==> src/rtl/mips_defs.sv <==
// Shared MIPS encodings, writeback-source selector and the W-stage decode helper.
package mips_defs;

    localparam int unsigned XLEN   = 32;
    localparam int unsigned NREG   = 32;
    localparam int unsigned REG_AW = 5;

    localparam logic [5:0] OP_RTYPE = 6'h00;
    localparam logic [5:0] OP_JAL   = 6'h03;
    localparam logic [5:0] OP_ADDI  = 6'h08;
    localparam logic [5:0] OP_ANDI  = 6'h0C;
    localparam logic [5:0] OP_ORI   = 6'h0D;
    localparam logic [5:0] OP_LUI   = 6'h0F;
    localparam logic [5:0] OP_LB    = 6'h20;
    localparam logic [5:0] OP_LH    = 6'h21;
    localparam logic [5:0] OP_LW    = 6'h23;

    localparam logic [5:0] FN_MFHI  = 6'h10;
    localparam logic [5:0] FN_MFLO  = 6'h12;
    localparam logic [5:0] FN_ADD   = 6'h20;
    localparam logic [5:0] FN_SUB   = 6'h22;
    localparam logic [5:0] FN_AND   = 6'h24;
    localparam logic [5:0] FN_OR    = 6'h25;
    localparam logic [5:0] FN_SLT   = 6'h2A;
    localparam logic [5:0] FN_SLTU  = 6'h2B;

    localparam logic [REG_AW-1:0] REG_ZERO = 5'd0;
    localparam logic [REG_AW-1:0] REG_RA   = 5'd31;

    typedef enum logic [2:0] {
        WSRC_ALU = 3'd0,
        WSRC_MEM = 3'd1,
        WSRC_LUI = 3'd2,
        WSRC_PC8 = 3'd3,
        WSRC_HI  = 3'd4,
        WSRC_LO  = 3'd5
    } wsrc_e;

    typedef enum logic [1:0] {
        LD_W = 2'd0,
        LD_B = 2'd1,
        LD_H = 2'd2
    } ld_e;

    typedef struct packed {
        logic              wr;
        logic [REG_AW-1:0] dst;
        wsrc_e             src;
        ld_e               ld;
    } wb_dec_t;

    // Decode the writeback-relevant fields of one instruction.
    function automatic wb_dec_t wb_decode(input logic [5:0]        op,
                                          input logic [5:0]        funct,
                                          input logic [REG_AW-1:0] rt,
                                          input logic [REG_AW-1:0] rd);
        wb_dec_t d;
        d.wr  = 1'b0;
        d.dst = REG_ZERO;
        d.src = WSRC_ALU;
        d.ld  = LD_W;
        case (op)
            OP_RTYPE: begin
                case (funct)
                    FN_ADD, FN_SUB, FN_AND, FN_OR, FN_SLT, FN_SLTU: begin
                        d.wr  = 1'b1;
                        d.dst = rd;
                        d.src = WSRC_ALU;
                    end
                    FN_MFHI: begin
                        d.wr  = 1'b1;
                        d.dst = rd;
                        d.src = WSRC_HI;
                    end
                    FN_MFLO: begin
                        d.wr  = 1'b1;
                        d.dst = rd;
                        d.src = WSRC_LO;
                    end
                    default: d.wr = 1'b0;
                endcase
            end
            OP_ADDI, OP_ANDI, OP_ORI: begin
                d.wr  = 1'b1;
                d.dst = rt;
                d.src = WSRC_ALU;
            end
            OP_LUI: begin
                d.wr  = 1'b1;
                d.dst = rt;
                d.src = WSRC_LUI;
            end
            OP_LW: begin
                d.wr  = 1'b1;
                d.dst = rt;
                d.src = WSRC_MEM;
                d.ld  = LD_W;
            end
            OP_LB: begin
                d.wr  = 1'b1;
                d.dst = rt;
                d.src = WSRC_MEM;
                d.ld  = LD_B;
            end
            OP_LH: begin
                d.wr  = 1'b1;
                d.dst = rt;
                d.src = WSRC_MEM;
                d.ld  = LD_H;
            end
            OP_JAL: begin
                d.wr  = 1'b1;
                d.dst = REG_RA;
                d.src = WSRC_PC8;
            end
            default: d.wr = 1'b0;
        endcase
        return d;
    endfunction

endpackage

==> src/rtl/grf.sv <==
// 32x32 general register file: $0 hardwired to zero, write-to-read bypass on both ports.
module grf
    import mips_defs::*;
(
    input  logic              clk,
    input  logic              reset,
    input  logic              we,
    input  logic [REG_AW-1:0] waddr,
    input  logic [XLEN-1:0]   wdata,
    input  logic [REG_AW-1:0] a1,
    input  logic [REG_AW-1:0] a2,
    output logic [XLEN-1:0]   rd1,
    output logic [XLEN-1:0]   rd2
);

    logic [XLEN-1:0] regs [0:NREG-1];

    // Storage: synchronous clear on reset, $0 never written.
    always_ff @(posedge clk) begin
        if (reset) begin
            for (int i = 0; i < int'(NREG); i++) begin
                regs[i] <= '0;
            end
        end else if (we && (waddr != REG_ZERO)) begin
            regs[waddr] <= wdata;
        end
    end

    // Read port 1 with same-cycle bypass from the writeback port.
    always_comb begin
        rd1 = '0;
        if (a1 == REG_ZERO) begin
            rd1 = '0;
        end else if (we && (a1 == waddr)) begin
            rd1 = wdata;
        end else begin
            rd1 = regs[a1];
        end
    end

    // Read port 2 with same-cycle bypass from the writeback port.
    always_comb begin
        rd2 = '0;
        if (a2 == REG_ZERO) begin
            rd2 = '0;
        end else if (we && (a2 == waddr)) begin
            rd2 = wdata;
        end else begin
            rd2 = regs[a2];
        end
    end

endmodule

==> src/rtl/wb_grf.sv <==
// MIPS writeback stage: decode, load extension, writeback mux, GRF and retire counter.
// Optional macro WB_TRACE_EN adds a simulation-only trace of every register write.
module wb_grf
    import mips_defs::*;
#(
    parameter int unsigned CNT_W = 32
) (
    input  logic             clk,
    input  logic             reset,
    input  logic [31:0]      MemRdW,
    input  logic [31:0]      ALUOutW,
    input  logic [31:0]      instrW,
    input  logic [31:0]      luiW,
    input  logic [31:0]      PCW,
    input  logic [31:0]      HIW,
    input  logic [31:0]      LOW,
    input  logic [4:0]       A1D,
    input  logic [4:0]       A2D,
    output logic [31:0]      RD1,
    output logic [31:0]      RD2,
    output logic             WEnW,
    output logic [4:0]       WAddrW,
    output logic [31:0]      WDataW,
    output logic [CNT_W-1:0] RetireCnt
);

    wb_dec_t         dec;
    logic [XLEN-1:0] load_data;
    logic [XLEN-1:0] src_data;
    logic [7:0]      byte_sel;
    logic [15:0]     half_sel;

    // Instruction decode.
    always_comb begin
        dec = wb_decode(instrW[31:26], instrW[5:0], instrW[20:16], instrW[15:11]);
    end

    // Byte/half lane select and sign extension for loads.
    always_comb begin
        byte_sel  = '0;
        half_sel  = '0;
        load_data = MemRdW;
        case (ALUOutW[1:0])
            2'd0:    byte_sel = MemRdW[7:0];
            2'd1:    byte_sel = MemRdW[15:8];
            2'd2:    byte_sel = MemRdW[23:16];
            default: byte_sel = MemRdW[31:24];
        endcase
        half_sel = ALUOutW[1] ? MemRdW[31:16] : MemRdW[15:0];
        case (dec.ld)
            LD_B:    load_data = {{24{byte_sel[7]}}, byte_sel};
            LD_H:    load_data = {{16{half_sel[15]}}, half_sel};
            default: load_data = MemRdW;
        endcase
    end

    // Writeback source mux.
    always_comb begin
        src_data = '0;
        case (dec.src)
            WSRC_ALU: src_data = ALUOutW;
            WSRC_MEM: src_data = load_data;
            WSRC_LUI: src_data = luiW;
            WSRC_PC8: src_data = PCW + 32'd8;
            WSRC_HI:  src_data = HIW;
            WSRC_LO:  src_data = LOW;
            default:  src_data = '0;
        endcase
    end

    // Writes to $0 are squashed so forwarding never sees them.
    always_comb begin
        WEnW   = 1'b0;
        WAddrW = REG_ZERO;
        WDataW = '0;
        if (dec.wr && (dec.dst != REG_ZERO)) begin
            WEnW   = 1'b1;
            WAddrW = dec.dst;
            WDataW = src_data;
        end
    end

    // Retire counter: every non-nop instruction counts, writing or not.
    always_ff @(posedge clk) begin
        if (reset) begin
            RetireCnt <= '0;
        end else if (instrW != 32'd0) begin
            RetireCnt <= RetireCnt + CNT_W'(1);
        end
    end

    grf u_grf (
        .clk   (clk),
        .reset (reset),
        .we    (WEnW),
        .waddr (WAddrW),
        .wdata (WDataW),
        .a1    (A1D),
        .a2    (A2D),
        .rd1   (RD1),
        .rd2   (RD2)
    );

`ifdef WB_TRACE_EN
    // Simulation-only write trace.
    always @(posedge clk) begin
        if (!reset && WEnW) begin
            $display("@%h: $%d <= %h", PCW, WAddrW, WDataW);
        end
    end
`endif

endmodule

==> config.mk <==
export PLATFORM = sky130hd
export DESIGN_NAME = wb_grf
export DESIGN_NICKNAME = d
export VERILOG_FILES = /design/src/rtl/mips_defs.sv /design/src/rtl/grf.sv /design/src/rtl/wb_grf.sv
export SDC_FILE = /design/constraint.sdc
export NUM_CORES = 2
export LEC_CHECK = 0
export ABC_AREA = 1
export CORE_MARGIN = 2
export CORE_UTILIZATION = 44
export DETAILED_ROUTE_END_ITERATION = 8
export PLACE_DENSITY_LB_ADDON = 0.3
export SYNTH_ARGS = -nofsm -noshare
export SYNTH_HDL_FRONTEND = slang
export SYNTH_SLANG_ARGS = --single-unit
==> constraint.sdc <==
create_clock -name clk -period 6.95 [get_ports clk]
set_clock_uncertainty 0.1 [all_clocks]
set_input_delay 1.39 -clock clk [delete_from_list [all_inputs] [get_ports clk]]
set_output_delay 1.39 -clock clk [all_outputs]
set_load 0.03 [all_outputs]
==> metrics.md <==
| Metric | Value |
|---|---|
| Status | `finished with violations` |
| Failing checks | `max-capacitance violations, max-slew violations` |
| DP Area | `0.0677 mm^2` |
| Routability Congestion | `1.01` |
| Vias per inst | `6.52` |
| CTS Root Cell | `clkbuf_16` |
| Worst-case clock buffer depth | `3` |
| Final min period | `6.58 ns` |
| Post-synthesis register bit count | `1,056` |
| FF-to-FF End | `RetireCnt[31]$_SDFFE_PP0P_` |
| Height of the die | `375 um` |
| CTS tree | `done` |
| Resized cells post-CTS | `0` |
| CP peak stage delay | `1.23 ns` |
| Total length of routed wires | `280,000 um` |
| R2r setup slk | `4.48 ns` |
| Cells on worst reg2reg path | `10` |
| Synth Flop Type | `edfxtp_1` |
| Min Hold Slack | `0.405 ns` |
| Worst Hold Depth | `1` |
| Power density over the cells | `227 mW/mm^2` |
| Period utilization | `94.7%` |
| R2R Path Start | `RetireCnt[5]$_SDFFE_PP0P_` |
| Core ar. | `0.136 mm^2` |
| Io pins | `370` |
| Multi-input gate area | `0.0253 mm^2` |
| Ranking of synthesized cells by area | `edfxtp_1 (51%), nand2_1 (9.5%), a21oi_1 (8.4%), nor2_1 (7.9%), o21ai_0 (4.0%)` |
| Grt total ovfl | `0` |
| Yosys warnings | `0` |
| CP endpoint kind | `output port` |
| Initial antenna violation count | `18` |
| Num CTS Buffers | `113` |
| H-tree depth | `3` |
| # fillers | `12,500` |
| Hold Path End | `RetireCnt[21]$_SDFFE_PP0P_` |
| Vias in the first global route | `57,400` |
| HPWL Detailed | `176,000 um` |
| Crit path kind | `primary input to output port` |
| Via count | `61,700` |
| Max Cap Violations | `6` |
| Ys async rst share | `0%` |
| Worst skew pair latency | `0.76 ns` |
| Unique masters post-synth | `45` |
| Hold crit path type | `register to register` |
| Worst setup path startpoint | `A2D[2]` |
| Cells after Synth | `7,415` |
| PortBufs | `369` |
| Seq/Total Area, Yosys | `52.0%` |
| # rows | `135` |
| Final Max Slew Viols | `10` |
| Final hold viol count | `0` |
| First-pass GRT wire length | `397,000 um` |
| Iteration-0 DRC Markers | `11,900` |
| Cell family with most CP delay | `buffers and inverters` |
| Yosys top cell area share | `50.9%` |
| Design area | `0.0715 mm^2` |
| Clock transition at path regs | `0.06 ns` |
| Worst slack at placement | `0.321 ns` |
| Share of post-route cells with drive strength above 1 | `9.35%` |
| Die W | `375 um` |
| Post-CTS Setup Bufs | `0` |
| Buf+Inv Stages, Crit Path | `4` |
| Wirelength per Cell | `29.6 um` |
| Crit-path cells | `buf_6 -> inv_4 -> buf_12 -> a221oi_1 -> o311ai_1 -> nand2_1 -> nor2_1 -> nor2_1 -> buf_12` |
| Max frequency | `152 MHz` |
| Die Area | `0.140 mm^2` |
| Final setup viols | `0` |
| Critical path fanouts, max | `57` |
| Arr. time, crit path | `5.09 ns` |
| Normalized max-slew margin | `-8.23%` |
| TritonRoute pass-1 iters | `9` |
| Number of synthesized flops with an enable pin | `1,024` |
| Crit-path slowest cell | `o311ai_1` |
| Avg Inst Size Synth | `8.15 um^2` |
| VDD IR max | `194 uV` |
| Critical path required time | `5.46 ns` |
| Final setup margin | `0.368 ns` |
| Clock sinks | `1,056` |
| P_leak | `25.9 nW` |
| Cell Area, Synth | `0.0604 mm^2` |
| Register area | `0.0314 mm^2` |
| Hold buffers post-CTS | `0` |
| Synth area leader | `edfxtp_1` |
| Setup repair after global routing missed its margin | `no` |
| Total GRT Usage | `38.5%` |
| Initial Util | `44.5%` |
| Residual DRC | `0` |
| Worst-Margin Slew | `1.60 ns` |
| NumNets Final | `7,809` |
| Hold_sp | `RetireCnt[21]$_SDFFE_PP0P_` |
| Startpoint Class | `primary input` |
| Largest net degree at the start of global routing | `183` |
| Routed Antenna Nets | `0` |
| Setup total negative slack | `0 ns` |
| Syn-to-layout area delta | `18.3%` |
[worst max-delay path by stage]
stage               depth (start not counted)  endpoint
floorplan                                  16   RD1[30]
global placement                           24   RD1[12]
detailed placement                         24   RD1[12]
CTS                                        24   RD1[12]
global route                               24    RD2[0]
finish                                      9   RD2[13]
[synthesized netlist by cell type, types with 6 or more instances]
library cell,count
nor2_1,1268
inv_1,346
inv_2,8
nand4_1,37
o21ai_0,487
o21ai_1,11
a211oi_1,37
buf_2,202
dfxtp_1,32
nor3_1,162
nor4_1,11
o22ai_1,6
o211ai_1,16
xor2_1,9
buf_1,39
edfxtp_1,1024
o21ai_2,12
nand3_1,340
clkbuf_1,446
a21oi_1,1008
nand2_1,1521
a221oi_1,94
nand3b_1,6
a221o_1,15
o311ai_0,228
[cells in the final DEF (no fill, tap or decap), drive strengths merged, types with 58 or more instances in the layout]
cell / count
nand2: 1524
nor2: 1273
edfxtp: 1024
a21oi: 1008
o21ai: 510
buf: 431
inv: 359
nand3: 342
clkdlybuf4s50: 261
o311ai: 228
nor3: 164
clkbuf: 137
a221oi: 94
clkinv: 58
[metal layers]
layer | track usage [%] | vias up | part of all wire [%]
met3 | 15.0 | 1063 | 17
met1 | 49.5 | 29100 | 35
li1 | - | 26100 | -
met5 | 0 | - | 0.040
met2 | 56.4 | 5366 | 42
met4 | 18.8 | 14 | 5.8
[where the power goes]
| part | switching, mW | internal [mW] |
|---|---|---|
| clock network | 2.74 | 3.43 |
| logic | 1.74 | 0.850 |
| registers | 0.163 | 7.29 |
[flip-flops by register name, indices dropped and copies added (netlist names)]
register,count
u_grf.regs,1024
RetireCnt,32
[kinds of logic (layout without fill, tap and decap cells)]
kind of cell / count (synthesis) / in the layout / synth area share [%]
compound gates: 1929 / 1929 / 18.5
xor+xnor: 10 / 10 / 0.145
flops: 1056 / 1056 / 52.0
other cells: 1 / 39 / 0.00621
simple gates: 3372 / 3372 / 22.4
buf+inv: 1042 / 1263 / 6.89
fa+ha+maj: 5 / 5 / 0.104
[per-stage QoR]
| stage | cells | utilization [%] | power (mW) |
|---|---|---|---|
| 2_1_floorplan | 7446 | - | 8.75 |
| 3_3_place_gp | 9234 | 49.9 | 10.0 |
| 3_5_place_dp | 9234 | 49.9 | 10.0 |
| 4_1_cts | 9448 | 52.6 | 16.1 |
| 5_1_grt | 9454 | 52.6 | 16.6 |
| 6_report | 9455 | 52.6 | 16.2 |
[area by class of cell]
type	instances	area share, %
antenna	7	0.0245
inverter	355	1.91
timing repair buffer	694	10.4
clock inverter	79	0.996
tap	1781	3.12
multi-input combinational	5348	35.4
sequential	1056	43.9
clock buffer	135	4.20
No activity file was read; power rests on OpenSTA's default activity.
